===== src/rtl/spi_burst_slave.sv =====
`default_nettype none
// =============================================================================
// Module   : spi_burst_slave
// Function : SPI mode-0 slave, header (cmd+len) then burst of data words per
//            frame, full-duplex response FIFO on MISO.
// Options  : SPI_BURST_STATUS_EN - shift a status word on MISO during IDLE/HDR
// Revision : 1.0 - initial release
// =============================================================================
module spi_burst_slave #(
   parameter int CMD_W       = 8,
   parameter int LEN_W       = 4,
   parameter int DATA_W      = 8,
   parameter int RFIFO_DEPTH = 4
) (
   input  logic              sclk,
   input  logic              rst_n,
   input  logic              cs_n,
   input  logic              mosi,
   output logic              miso,
   output logic              hdr_valid,
   output logic [CMD_W-1:0]  hdr_cmd,
   output logic [LEN_W-1:0]  hdr_len,
   output logic              wr_valid,
   output logic [DATA_W-1:0] wr_data,
   output logic [LEN_W-1:0]  wr_idx,
   input  logic              rsp_valid,
   input  logic [DATA_W-1:0] rsp_data,
   output logic              rsp_ready,
   output logic [1:0]        err,
   input  logic              err_clr,
   output logic              busy
);

   localparam int H      = CMD_W + LEN_W;
   localparam int LVL_W  = $clog2(RFIFO_DEPTH) + 1;
   localparam int PTR_W  = $clog2(RFIFO_DEPTH);
   localparam int SH_W   = (H > DATA_W) ? H : DATA_W;
   localparam int BCNT_W = $clog2(SH_W);
   localparam logic [BCNT_W-1:0] HDR_LAST  = BCNT_W'(H - 1);
   localparam logic [BCNT_W-1:0] DATA_LAST = BCNT_W'(DATA_W - 1);
   localparam logic [LVL_W-1:0]  LVL_FULL  = LVL_W'(RFIFO_DEPTH);

   typedef enum logic [1:0] {
      S_IDLE = 2'd0,
      S_HDR  = 2'd1,
      S_DATA = 2'd2,
      S_DONE = 2'd3
   } state_t;

   state_t              state_q, state_d;
   logic [BCNT_W-1:0]   bit_cnt_q, bit_cnt_d;
   logic [LEN_W-1:0]    word_cnt_q, word_cnt_d;
   logic [SH_W-1:0]     sh_q, sh_d;
   logic [DATA_W-1:0]   tx_q, tx_d;
   logic                hdr_valid_q, hdr_valid_d;
   logic [CMD_W-1:0]    hdr_cmd_q, hdr_cmd_d;
   logic [LEN_W-1:0]    hdr_len_q, hdr_len_d;
   logic                wr_valid_q, wr_valid_d;
   logic [DATA_W-1:0]   wr_data_q, wr_data_d;
   logic [LEN_W-1:0]    wr_idx_q, wr_idx_d;
   logic [1:0]          err_q, err_d;
   logic                miso_q;

   logic [DATA_W-1:0]   mem_q [RFIFO_DEPTH];
   logic [PTR_W-1:0]    rd_ptr_q, wr_ptr_q;
   logic [LVL_W-1:0]    level_q;

   logic [SH_W-1:0]     w_sh;
   logic                w_pop, w_push, w_urun, w_abort;

   assign w_sh   = {sh_q[SH_W-2:0], mosi};
   assign w_push = rsp_valid && (level_q != LVL_FULL);
   assign w_urun = w_pop && (level_q == '0);

   always_comb begin
      state_d     = state_q;
      bit_cnt_d   = bit_cnt_q;
      word_cnt_d  = word_cnt_q;
      sh_d        = sh_q;
      tx_d        = tx_q;
      hdr_valid_d = 1'b0;
      hdr_cmd_d   = hdr_cmd_q;
      hdr_len_d   = hdr_len_q;
      wr_valid_d  = 1'b0;
      wr_data_d   = wr_data_q;
      wr_idx_d    = wr_idx_q;
      w_pop       = 1'b0;
      w_abort     = 1'b0;
      if (cs_n) begin
         state_d    = S_IDLE;
         bit_cnt_d  = '0;
         word_cnt_d = '0;
         w_abort    = (state_q == S_HDR) || ((state_q == S_DATA) && (bit_cnt_q != '0));
      end else begin
         case (state_q)
            S_IDLE: begin
               sh_d      = w_sh;
               bit_cnt_d = BCNT_W'(1);
               state_d   = S_HDR;
            end
            S_HDR: begin
               sh_d = w_sh;
               if (bit_cnt_q == HDR_LAST) begin
                  hdr_valid_d = 1'b1;
                  hdr_cmd_d   = w_sh[H-1:LEN_W];
                  hdr_len_d   = w_sh[LEN_W-1:0];
                  bit_cnt_d   = '0;
                  word_cnt_d  = '0;
                  if (w_sh[LEN_W-1:0] == '0) begin
                     state_d = S_DONE;
                  end else begin
                     state_d = S_DATA;
                     w_pop   = 1'b1;
                  end
               end else begin
                  bit_cnt_d = bit_cnt_q + BCNT_W'(1);
               end
            end
            S_DATA: begin
               sh_d = w_sh;
               tx_d = {tx_q[DATA_W-2:0], 1'b0};
               if (bit_cnt_q == DATA_LAST) begin
                  wr_valid_d = 1'b1;
                  wr_data_d  = w_sh[DATA_W-1:0];
                  wr_idx_d   = word_cnt_q;
                  bit_cnt_d  = '0;
                  if (word_cnt_q == hdr_len_q - LEN_W'(1)) begin
                     state_d = S_DONE;
                  end else begin
                     word_cnt_d = word_cnt_q + LEN_W'(1);
                     w_pop      = 1'b1;
                  end
               end else begin
                  bit_cnt_d = bit_cnt_q + BCNT_W'(1);
               end
            end
            default: ;
         endcase
      end
      // An empty FIFO answers with all-ones rather than stale data
      if (w_pop) tx_d = (level_q != '0) ? mem_q[rd_ptr_q] : '1;
      err_d = err_clr ? 2'b00 : err_q;
      err_d = err_d | {w_urun, w_abort};
   end

   always_ff @(posedge sclk or negedge rst_n) begin
      if (!rst_n) begin
         state_q     <= S_IDLE;
         bit_cnt_q   <= '0;
         word_cnt_q  <= '0;
         sh_q        <= '0;
         tx_q        <= '0;
         hdr_valid_q <= 1'b0;
         hdr_cmd_q   <= '0;
         hdr_len_q   <= '0;
         wr_valid_q  <= 1'b0;
         wr_data_q   <= '0;
         wr_idx_q    <= '0;
         err_q       <= 2'b00;
         rd_ptr_q    <= '0;
         wr_ptr_q    <= '0;
         level_q     <= '0;
      end else begin
         state_q     <= state_d;
         bit_cnt_q   <= bit_cnt_d;
         word_cnt_q  <= word_cnt_d;
         sh_q        <= sh_d;
         tx_q        <= tx_d;
         hdr_valid_q <= hdr_valid_d;
         hdr_cmd_q   <= hdr_cmd_d;
         hdr_len_q   <= hdr_len_d;
         wr_valid_q  <= wr_valid_d;
         wr_data_q   <= wr_data_d;
         wr_idx_q    <= wr_idx_d;
         err_q       <= err_d;
         if (w_push) wr_ptr_q <= wr_ptr_q + PTR_W'(1);
         if (w_pop && !w_urun) rd_ptr_q <= rd_ptr_q + PTR_W'(1);
         if (w_push && !(w_pop && !w_urun)) level_q <= level_q + LVL_W'(1);
         else if (!w_push && w_pop && !w_urun) level_q <= level_q - LVL_W'(1);
      end
   end

   always_ff @(posedge sclk) begin
      if (w_push) mem_q[wr_ptr_q] <= rsp_data;
   end

`ifdef SPI_BURST_STATUS_EN
   logic [H-1:0] stat_q;
   logic [H-1:0] w_status;
   assign w_status = {err_q[1], err_q[0], level_q, {(H-2-LVL_W){1'b0}}};

   // IDLE keeps re-snapshotting so the word seen in HDR is the one at frame start
   always_ff @(negedge sclk or negedge rst_n) begin
      if (!rst_n) begin
         miso_q <= 1'b0;
         stat_q <= '0;
      end else begin
         case (state_q)
            S_IDLE: begin
               stat_q <= w_status;
               miso_q <= w_status[H-1];
            end
            S_HDR: begin
               stat_q <= {stat_q[H-2:0], 1'b0};
               miso_q <= stat_q[H-2];
            end
            S_DATA:  miso_q <= tx_q[DATA_W-1];
            default: miso_q <= 1'b0;
         endcase
      end
   end
`else
   always_ff @(negedge sclk or negedge rst_n) begin
      if (!rst_n) begin
         miso_q <= 1'b0;
      end else begin
         miso_q <= (state_q == S_DATA) ? tx_q[DATA_W-1] : 1'b0;
      end
   end
`endif

   assign miso      = miso_q;
   assign hdr_valid = hdr_valid_q;
   assign hdr_cmd   = hdr_cmd_q;
   assign hdr_len   = hdr_len_q;
   assign wr_valid  = wr_valid_q;
   assign wr_data   = wr_data_q;
   assign wr_idx    = wr_idx_q;
   assign rsp_ready = (level_q != LVL_FULL);
   assign err       = err_q;
   assign busy      = (state_q != S_IDLE);

endmodule
`default_nettype wire


===== config.mk =====
export PLATFORM = sky130hd
export DESIGN_NAME = spi_burst_slave
export DESIGN_NICKNAME = d
export VERILOG_FILES = /design/src/rtl/spi_burst_slave.sv
export SDC_FILE = /design/constraint.sdc
export NUM_CORES = 1
export LEC_CHECK = 0
export BUFFER_PORTS_ARGS = -buffer_cell sky130_fd_sc_hd__buf_2
export CAP_MARGIN = 20
export CORE_MARGIN = 2
export CORE_UTILIZATION = 43
export DETAILED_ROUTE_END_ITERATION = 10
export HOLD_SLACK_MARGIN = 0.08
export MAX_ROUTING_LAYER = met4
export PLACE_DENSITY = 0.59
export SYNTH_ARGS = -nofsm -noshare
export SYNTH_HDL_FRONTEND = slang
export SYNTH_SLANG_ARGS = --single-unit

===== constraint.sdc =====
create_clock -name sclk -period 4.15 [get_ports sclk]
set_input_delay 0.6225 -clock sclk [delete_from_list [all_inputs] [get_ports sclk]]
set_output_delay 0.6225 -clock sclk [all_outputs]
set_load 0.01 [all_outputs]

==> flow_summary_export.csv, run 1 <==
group,metric,value,unit
global_routing,grt_pass1_vias,2676,
detailed_routing,wire_per_inst,15.2,um
detailed_routing,ant_nets,0,
timing,setup_violations,0,
logic_synthesis,async_reset_ff_share,67.0,%
clock_network,clockBufferDepth,2,
logic_synthesis,synth_warnings,0,
setup_path,ff2ff_setup_slack,870,ps
clock_network,cts_tree,"built",
setup_path,worstPathCellList,"buf_2",
clock_network,post_cts_buffers,0,
power_and_ir_drop,power_density,494,nW/um2
floorplan,coreArea,9770,um2
logic_synthesis,yosys-top-cells-area,"dfrtp_1 (37%), edfxtp_1 (22%), mux2_2 (8.8%)",
timing,fin_skew,17.4,ps
clock_network,cts_hold_buf,0,
cells_and_area,antenna_cells,0,
setup_path,r2r-start,"state_q[0]",
clock_network,cts_sinks,97,
power_and_ir_drop,p_leak,0.00210,uW
cells_and_area,areaGrowthSynthToFinish,12.3,%
placement,dp_hpwl,5240,um
setup_path,r2r-end,"level_q[1]",
logic_synthesis,synth_edf_count,32,
setup_path,cp_data_required_time,3530,ps
timing,max_slew_margin,35.6,%
cells_and_area,seqCellArea,2590,um2
logic_synthesis,synth_ff_type,"dfrtp_1",
setup_path,cp_max_fo,1,
logic_synthesis,synth_cells,329,
placement,gp_congestion,0.821,
setup_path,cpPeakStageDelay,390,ps
detailed_routing,drt_iter0_markers,137,
logic_synthesis,ys_seq_area_share,59.8,%
detailed_routing,dr.pass1.iters,4,
run_status,status,"finished clean",
detailed_routing,drt-total-wl,7770,um
placement,port_buffers,44,
timing,fin_setup_tns,0,ps
logic_synthesis,synthDistinctLibCells,52,
logic_synthesis,synth.avg_cell_area,13.2,um2
power_and_ir_drop,peakVddDrop,0.000222,V
timing,hold_violations,0,
setup_path,slowest_stage,"dfrtn_1",
global_routing,grt_start_max_net_pins,65,
floorplan,std_cell_rows,36,
clock_network,clk_pin_slew,90,ps
logic_synthesis,synth_seq_cells,97,
setup_path,critPathLaunch,"miso",
clock_network,clk_latency,360,ps
floorplan,initial_core_util,44.3,%
floorplan,die-width,104,um
global_routing,grt_overflow,0,
detailed_routing,viasPerCell,5.20,
global_routing,antenna_found_initial,0,
clock_network,h-tree-depth,3,
detailed_routing,vias,2650,
cells_and_area,fin_nets,399,
floorplan,die_y,104,um
run,maxCapViolCount,0,
setup_path,rr_worst_depth,11,
floorplan,die_area,10900,um2
timing,drv_slew,0,
global_routing,grt_usage,15.9,%
timing,rsz0062_at_grt,"false",
cells_and_area,fill_cells,886,
global_routing,grt_pass1_wl,13300,um
power_and_ir_drop,power,2400,uW
cells_and_area,drive_gt1_share,30.0,%
cells_and_area,multi_input_area,1620,um2
floorplan,io_pins,45,
setup_path,setup.worst_path.end_class,"primary output",
setup_path,worstPathArrival,2930,ps
clock_network,numCtsBuffers,9,
min_path,min_path_type,"primary input to async pin",
clock_network,cts_resized,0,
clock_network,clockRootBuffer,"clkbuf_8",
detailed_routing,drc,0,
logic_synthesis,synth_nets,356,
setup_path,critPathTopFamily,"flip-flops",
setup_path,cp-start-kind,"register",
timing,tightest_slew,963,ps
logic_synthesis,synth_top_area_cell,"dfrtp_1",
logic_synthesis,syn_area,4330,um2
setup_path,crit_type,"register to primary output",
setup_path,critPathBufInv,1,
logic_synthesis,synth_top_area_share,37.0,%
-- layout by cell type, fill, tap and decap left out, drive strengths merged, types with 6 or more instances in the layout --
| master | netlist | final |
|---|---|---|
| and2 | 6 | 6 |
| nor3 | 15 | 15 |
| ha | 12 | 12 |
| mux2 | 34 | 34 |
| o21ai | 17 | 17 |
| nand2 | 27 | 27 |
| mux4 | 8 | 8 |
| clkbuf | 9 | 9 |
| dfrtp | 64 | 64 |
| buf | 6 | 47 |
| a21oi | 11 | 11 |
| edfxtp | 32 | 32 |
| inv | 16 | 20 |
| nor2 | 15 | 15 |
| xnor2 | 6 | 6 |
| a31oi | 9 | 9 |
-- metal layers --
metal / wire [um] / global-route usage, % / up-vias
li1: - / - / 1281
met1: 3630 / 20.2 / 1319
met3: 259 / 4.20 / 9
met4: 95 / 4.34 / 0
met2: 3790 / 25.2 / 41
met5: 0 / - / -
-- sequential cells by signal, indices dropped and copies added, names as in the netlist --
register	flops
rd_ptr_q	2
hdr_len	4
wr_valid	1
bit_cnt_q	4
wr_data	8
wr_ptr_q	2
mem_q	32
hdr_cmd	8
word_cnt_q	4
level_q	3
tx_q	8
sh_q	11
hdr_valid	1
err	2
miso	1
wr_idx	4
state_q	2
-- power by group --
group          internal [uW]  switching, uW  leakage (uW)
combinational            239            305      0.000859
sequential              1150            121       0.00116
clock                    229            355     0.0000862
-- stage by stage --
stage | setup WS, ps | cells | instance area, um2 | utilization [%] | hold slack (ps)
2_1_floorplan | 1020 | 329 | 4330 | - | 327
3_3_place_gp | 812 | 494 | 4680 | 47.8 | 485
3_5_place_dp | 723 | 494 | 4680 | 47.8 | 491
4_1_cts | 573 | 510 | 4860 | 49.7 | 433
5_1_grt | 569 | 510 | 4860 | 49.7 | 444
6_report | 596 | 510 | 4860 | 49.7 | 454
-- final cells by class --
class                      count  share of cell area [%]
tap                          133                    3.42
inverter                      16                    1.24
multi-input combinational    201                    33.3
clock inverter                 7                    1.24
clock buffer                   9                    2.55
sequential                    97                    53.2
timing repair buffer          47                    4.99
-- worst max path at each step --
stage | end | slack (ps) | cells past startpoint
after floorplan | miso | 1020 | 4
after global placement | level_q[1] | 810 | 9
after detailed placement | level_q[1] | 720 | 9
after CTS | miso | 570 | 1
after global routing | miso | 570 | 1
final | miso | 600 | 1
-- cells in the mapped netlist, types with 2 or more instances --
master,instances
ha_1,12
o311ai_0,2
nand4_1,2
mux2_2,34
a22o_1,3
o21ai_0,17
dfrtp_1,64
nor2_1,14
nor4_1,2
buf_1,3
nand3b_1,3
a31oi_1,9
xnor2_1,6
o21ba_2,2
inv_1,15
nor3_1,13
edfxtp_1,32
a21oi_1,10
nand2_1,27
mux4_2,8
nand2b_1,2
and2_1,6
o22ai_1,2
xor2_1,2
buf_2,3
clkbuf_1,9
nor3b_1,2
-- cell families (layout without fill, tap and decap cells) --
logic type	Yosys count	count (layout)	share of synthesized area [%]
DFF	97	97	59.8
adders and majority gates	13	13	3.93
and+or+nand+nor	84	84	10.5
xor gates and xnor gates	9	9	2.17
buffers and inverters	31	79	2.78
AOI/OAI and AO/OA	53	53	7.84
muxes	42	42	13.0
No activity file was read; power rests on OpenSTA's default activity.
==> run 2, diff against run 1 <==
- CTS_BUF_LIST: not set -> sky130_fd_sc_hd__clkbuf_16
==> run 2 against run 1 <==
  * Non-clock buffer count is the same
  * Clock power grew 37%
  * Sequential share of layout area shrank 1.1 points
  * Sequential power is essentially flat
  * Wire length grew 0.88%
  * Worst hold slack gained 29 ps
  * Critical path depth is the same
  * First-iteration DRC count grew 21%
  * Sequential cell count is the same
  * Die area is the same
  * Register-to-register slack is essentially flat
  * Setup slack gained 6.5 ps
  * Largest cell class unchanged
  * Highest routed layer unchanged
==> flow_summary_export.csv, run 2 (synthesis gave the netlist of run 1 again) <==
group,metric,value,unit
run,maxCapViolCount,0,
cells_and_area,areaGrowthSynthToFinish,14.7,%
timing,drv_slew,0,
global_routing,grt_overflow,0,
detailed_routing,dr.pass1.iters,4,
setup_path,crit_type,"register to primary output",
placement,place_inst,494,
timing,fin_skew,7.27,ps
global_routing,met3_usage,4.39,%
global_routing,grt-busiest-layer,"met2",
floorplan,die-width,104,um
floorplan,initial_core_util,44.3,%
cells_and_area,antenna_cells,0,
run_status,status,"finished clean",
timing,tightest_slew,973,ps
placement,dp_hpwl,5240,um
timing,max_slew_margin,34.9,%
placement,gp_congestion,0.821,
setup_path,critPathBufInv,1,
clock_network,clockRootBuffer,"clkbuf_16",
clock_network,clockBufferDepth,2,
power_and_ir_drop,intPower,1810,uW
floorplan,std_cell_rows,36,
global_routing,grt_pass1_wl,13300,um
floorplan,io_pins,45,
placement,preCtsSetupSlack,723,ps
min_path,min_path_type,"primary input to register",
min_path,worstHoldStart,"err_clr",
global_routing,use_met1,20.8,%
clock_network,clk_latency,340,ps
cells_and_area,fin_nets,399,
setup_path,critPathLaunch,"miso",
cells_and_area,top_register,"mem_q",
power_and_ir_drop,power_frac_comb,20.8,%
cells_and_area,final_cell_mix,"dfrtp_1 (64), buf_2 (44), mux2_2 (34)",
cells_and_area,post-route-util,50.8,%
setup_path,cpPeakStageDelay,390,ps
setup_path,worstPathCellList,"buf_2",
detailed_routing,vias,2658,
detailed_routing,drt-total-wl,7840,um
setup_path,worstPathArrival,2920,ps
timing,fin_setup_tns,0,ps
global_routing,grt_start_max_net_pins,65,
placement,port_buffers,44,
power_and_ir_drop,clock_power_share,30.5,%
setup_path,slowest_stage,"dfrtn_1",
detailed_routing,viasPerCell,5.21,
cells_and_area,reg.largest.list,"mem_q x32, sh_q x11",
global_routing,use_met2,25.0,%
cells_and_area,stdcell_count,510,
timing,setup_slack,603,ps
clock_network,numCtsBuffers,9,
min_path,min_path_cells,2,
global_routing,grt_pass1_vias,2635,
cells_and_area,largest_reg_flops,32,
cells_and_area,layout_commonest_cell,"dfrtp_1",
detailed_routing,drt_iter0_markers,166,
setup_path,cp_data_required_time,3530,ps
setup_path,cp_max_fo,1,
floorplan,die_area,10900,um2
setup_path,r2r-start,"state_q[0]",
clock_network,post_cts_buffers,0,
setup_path,critPathTopFamily,"flip-flops",
floorplan,die_y,104,um
power_and_ir_drop,seqPwrFrac,48.7,%
power_and_ir_drop,peakVddDrop,0.000304,V
power_and_ir_drop,power_density,528,nW/um2
setup_path,rr_worst_depth,11,
detailed_routing,drc,0,
clock_network,cts_sinks,97,
timing,setup_violations,0,
setup_path,cp.depth,1,
global_routing,grt_usage,16.1,%
clock_network,clk_pin_slew,70,ps
global_routing,antenna_found_initial,0,
timing,hold_violations,0,
clock_network,h-tree-depth,3,
power_and_ir_drop,power_switching,810,uW
cells_and_area,drive_gt1_share,30.0,%
setup_path,cp-start-kind,"register",
detailed_routing,wire_per_inst,15.4,um
power_and_ir_drop,p_leak,0.00215,uW
power_and_ir_drop,swShare,30.9,%
setup_path,setup.worst_path.end_class,"primary output",
clock_network,cts_resized,0,
detailed_routing,ant_nets,0,
clock_network,cts_hold_buf,0,
timing,rsz0062_at_grt,"false",
floorplan,coreArea,9770,um2
clock_network,cts_tree,"built",
run 2: final timing paths:
check | to | slack (ps)
min reg2reg | wr_data[7] | 500
max | miso | 600
max in group asynchronous | miso | 2000
max reg2reg | level_q[1] | 870
min in group asynchronous | level_q[0] | 490
min | err[0] | 480
run 2: layer usage:
layer  vias to the layer above  wire length [um]
met1                      1324              3720
met2                        44              3760
met3                         6               265
met4                         0                81
li1                       1284                 -
met5                         -                 0
run 2: power groups by stage:
stage	logic, uW	clock network, uW	registers, uW
after floorplan	428	0	1240
after global placement	535	0	1290
after detailed placement	550	0	1300
after CTS	555	825	1280
after global routing	617	863	1300
final	546	799	1270
run 2: area by class of cell:
cell class	count	area [um2]
clock buffers	9	225
clock inverters	7	60.1
fillers	873	4810
inverters	16	60.1
multi-input cells	201	1620
flip-flops and latches	97	2590
well taps	133	166
repair buffers	47	243
run 2: stage by stage:
step           hold slack (ps)  power (uW)  area (um2)
3_5_place_dp               491        1850        4680
5_1_grt                    480        2780        4960
6_report                   484        2620        4960
4_1_cts                    468        2660        4960
2_1_floorplan              327        1670        4330
3_3_place_gp               485        1830        4680
==> run 3, diff against run 2 <==
- clock period: 4.15 -> 4.5 ns (I/O delays scaled with it)
==> run 3 against run 2 <==
  * Cell area fell by 0.30%
  * Worst hold slack improved by 17 ps
  * Critical path depth did not move
  * Register-to-register slack improved by 230 ps
  * Sequential power fell by 7%
  * Wire length fell by 1.1%
  * Clock skew barely moved
  * Largest cell class unchanged
==> flow_summary_export.csv, run 3 (synthesis gave the netlist of run 1 again) <==
group,metric,value,unit
clock_network,cts_hold_buf,0,
cells_and_area,fin_nets,399,
setup_path,cp.depth,1,
min_path,min_path_cells,1,
global_routing,grt_pass1_vias,2633,
setup_path,slowest_stage,"dfrtn_1",
cells_and_area,antenna_cells,0,
floorplan,initial_core_util,44.3,%
clock_network,clockBufferDepth,2,
setup_path,worstPathCellList,"buf_2",
setup_path,setup.worst_path.end_class,"primary output",
power_and_ir_drop,p_leak,0.00215,uW
clock_network,cts_tree,"built",
global_routing,grt_pass1_wl,13200,um
setup_path,cp_data_required_time,3830,ps
detailed_routing,vias,2680,
cells_and_area,top_register,"mem_q",
placement,dp_hpwl,5290,um
detailed_routing,dr.pass1.iters,4,
cells_and_area,reg.largest.list,"mem_q x32, sh_q x11",
detailed_routing,drt-total-wl,7750,um
clock_network,clockRootBuffer,"clkbuf_16",
placement,port_buffers,44,
cells_and_area,largest_reg_flops,32,
floorplan,die_y,104,um
setup_path,cpPeakStageDelay,380,ps
detailed_routing,dr.max_layer_used,"met4",
global_routing,grt_usage,15.5,%
clock_network,post_cts_buffers,0,
clock_network,cts_resized,0,
detailed_routing,wire_per_inst,15.2,um
global_routing,grt_start_max_net_pins,65,
cells_and_area,drive_gt1_share,29.7,%
floorplan,coreArea,9770,um2
power_and_ir_drop,peakVddDrop,0.000230,V
timing,hold_violations,0,
setup_path,cp_max_fo,1,
cells_and_area,areaGrowthSynthToFinish,14.3,%
timing,fin_skew,7.32,ps
detailed_routing,ant_nets,0,
run,maxCapViolCount,0,
cells_and_area,final_cell_mix,"dfrtp_1 (64), buf_2 (44), mux2_2 (34)",
detailed_routing,wl_met3,251,um
timing,fin_setup_tns,0,ps
setup_path,crit_type,"register to primary output",
timing,max_slew_margin,36.3,%
timing,drv_slew,0,
clock_network,cts_sinks,97,
setup_path,critPathTopFamily,"flip-flops",
detailed_routing,wl_met2,3920,um
global_routing,antenna_found_initial,0,
min_path,min_path_type,"register to register",
clock_network,numCtsBuffers,9,
cells_and_area,layout_commonest_cell,"dfrtp_1",
clock_network,clk_pin_slew,60,ps
detailed_routing,drt-met1-wl,3530,um
setup_path,rr_worst_depth,3,
timing,rsz0062_at_grt,"false",
cells_and_area,fill_cells,866,
setup_path,cp-start-kind,"register",
floorplan,die_area,10900,um2
run_status,status,"finished clean",
floorplan,io_pins,45,
detailed_routing,drt_iter0_markers,159,
clock_network,clk_latency,340,ps
detailed_routing,viasPerCell,5.25,
setup_path,critPathBufInv,1,
timing,hold_ws,500,ps
detailed_routing,drc,0,
global_routing,grt_overflow,0,
timing,tightest_slew,952,ps
clock_network,h-tree-depth,3,
floorplan,std_cell_rows,36,
timing,setup_violations,0,
power_and_ir_drop,power_density,480,nW/um2
setup_path,worstPathArrival,3080,ps
placement,gp_congestion,0.801,
floorplan,die-width,104,um
run 3: cell count changes in the layout (fill, tap and decap cells not counted), sizes merged:
cell	previous run	this run
clkinv	0	2
clkinvlp	3	1
run 3: final cells by class:
type	instances	area, um2	share of cell area, %
sequential	97	2590	52.3
multi-input combinational	201	1620	32.7
timing repair buffer	47	243	4.91
clock buffer	9	225	4.55
tap	133	166	3.36
inverter	16	60.1	1.21
clock inverter	7	45.0	0.911
run 3: layer usage:
layer,track usage (%),vias up
li1,-,1288
met1,19.4,1343
met2,25.4,43
met3,3.13,6
met4,4.63,0
met5,-,-
run 3: power breakdown:
| part | total (uW) | leakage [uW] | switching [uW] | internal, uW |
|---|---|---|---|---|
| clock network | 697 | 0.000134 | 323 | 375 |
| logic | 501 | 0.000859 | 282 | 219 |
| registers | 1180 | 0.00116 | 114 | 1060 |
| total | 2380 | 0.00215 | 718 | 1660 |
run 3: worst paths after layout:
| kind | from | to | slack, ps |
|---|---|---|---|
| setup / recovery | miso | miso | 740 |
| hold / removal | wr_data[4] | wr_data[4] | 500 |
| min in group asynchronous | rst_n | wr_ptr_q[0] | 550 |
| hold reg to reg | wr_data[4] | wr_data[4] | 500 |
| max in group asynchronous | rst_n | miso | 2120 |
| setup reg to reg | state_q[0] | miso | 1100 |
run 3: metrics by stage:
step / instances / power, uW / area, um2 / util [%] / setup WS, ps
floorplan: 329 / 1540 / 4330 / - / 1160
global placement: 494 / 1680 / 4680 / 47.8 / 1090
detailed placement: 494 / 1710 / 4680 / 47.8 / 1030
CTS: 510 / 2410 / 4950 / 50.6 / 722
global route: 510 / 2530 / 4950 / 50.6 / 709
finish: 510 / 2380 / 4950 / 50.6 / 741
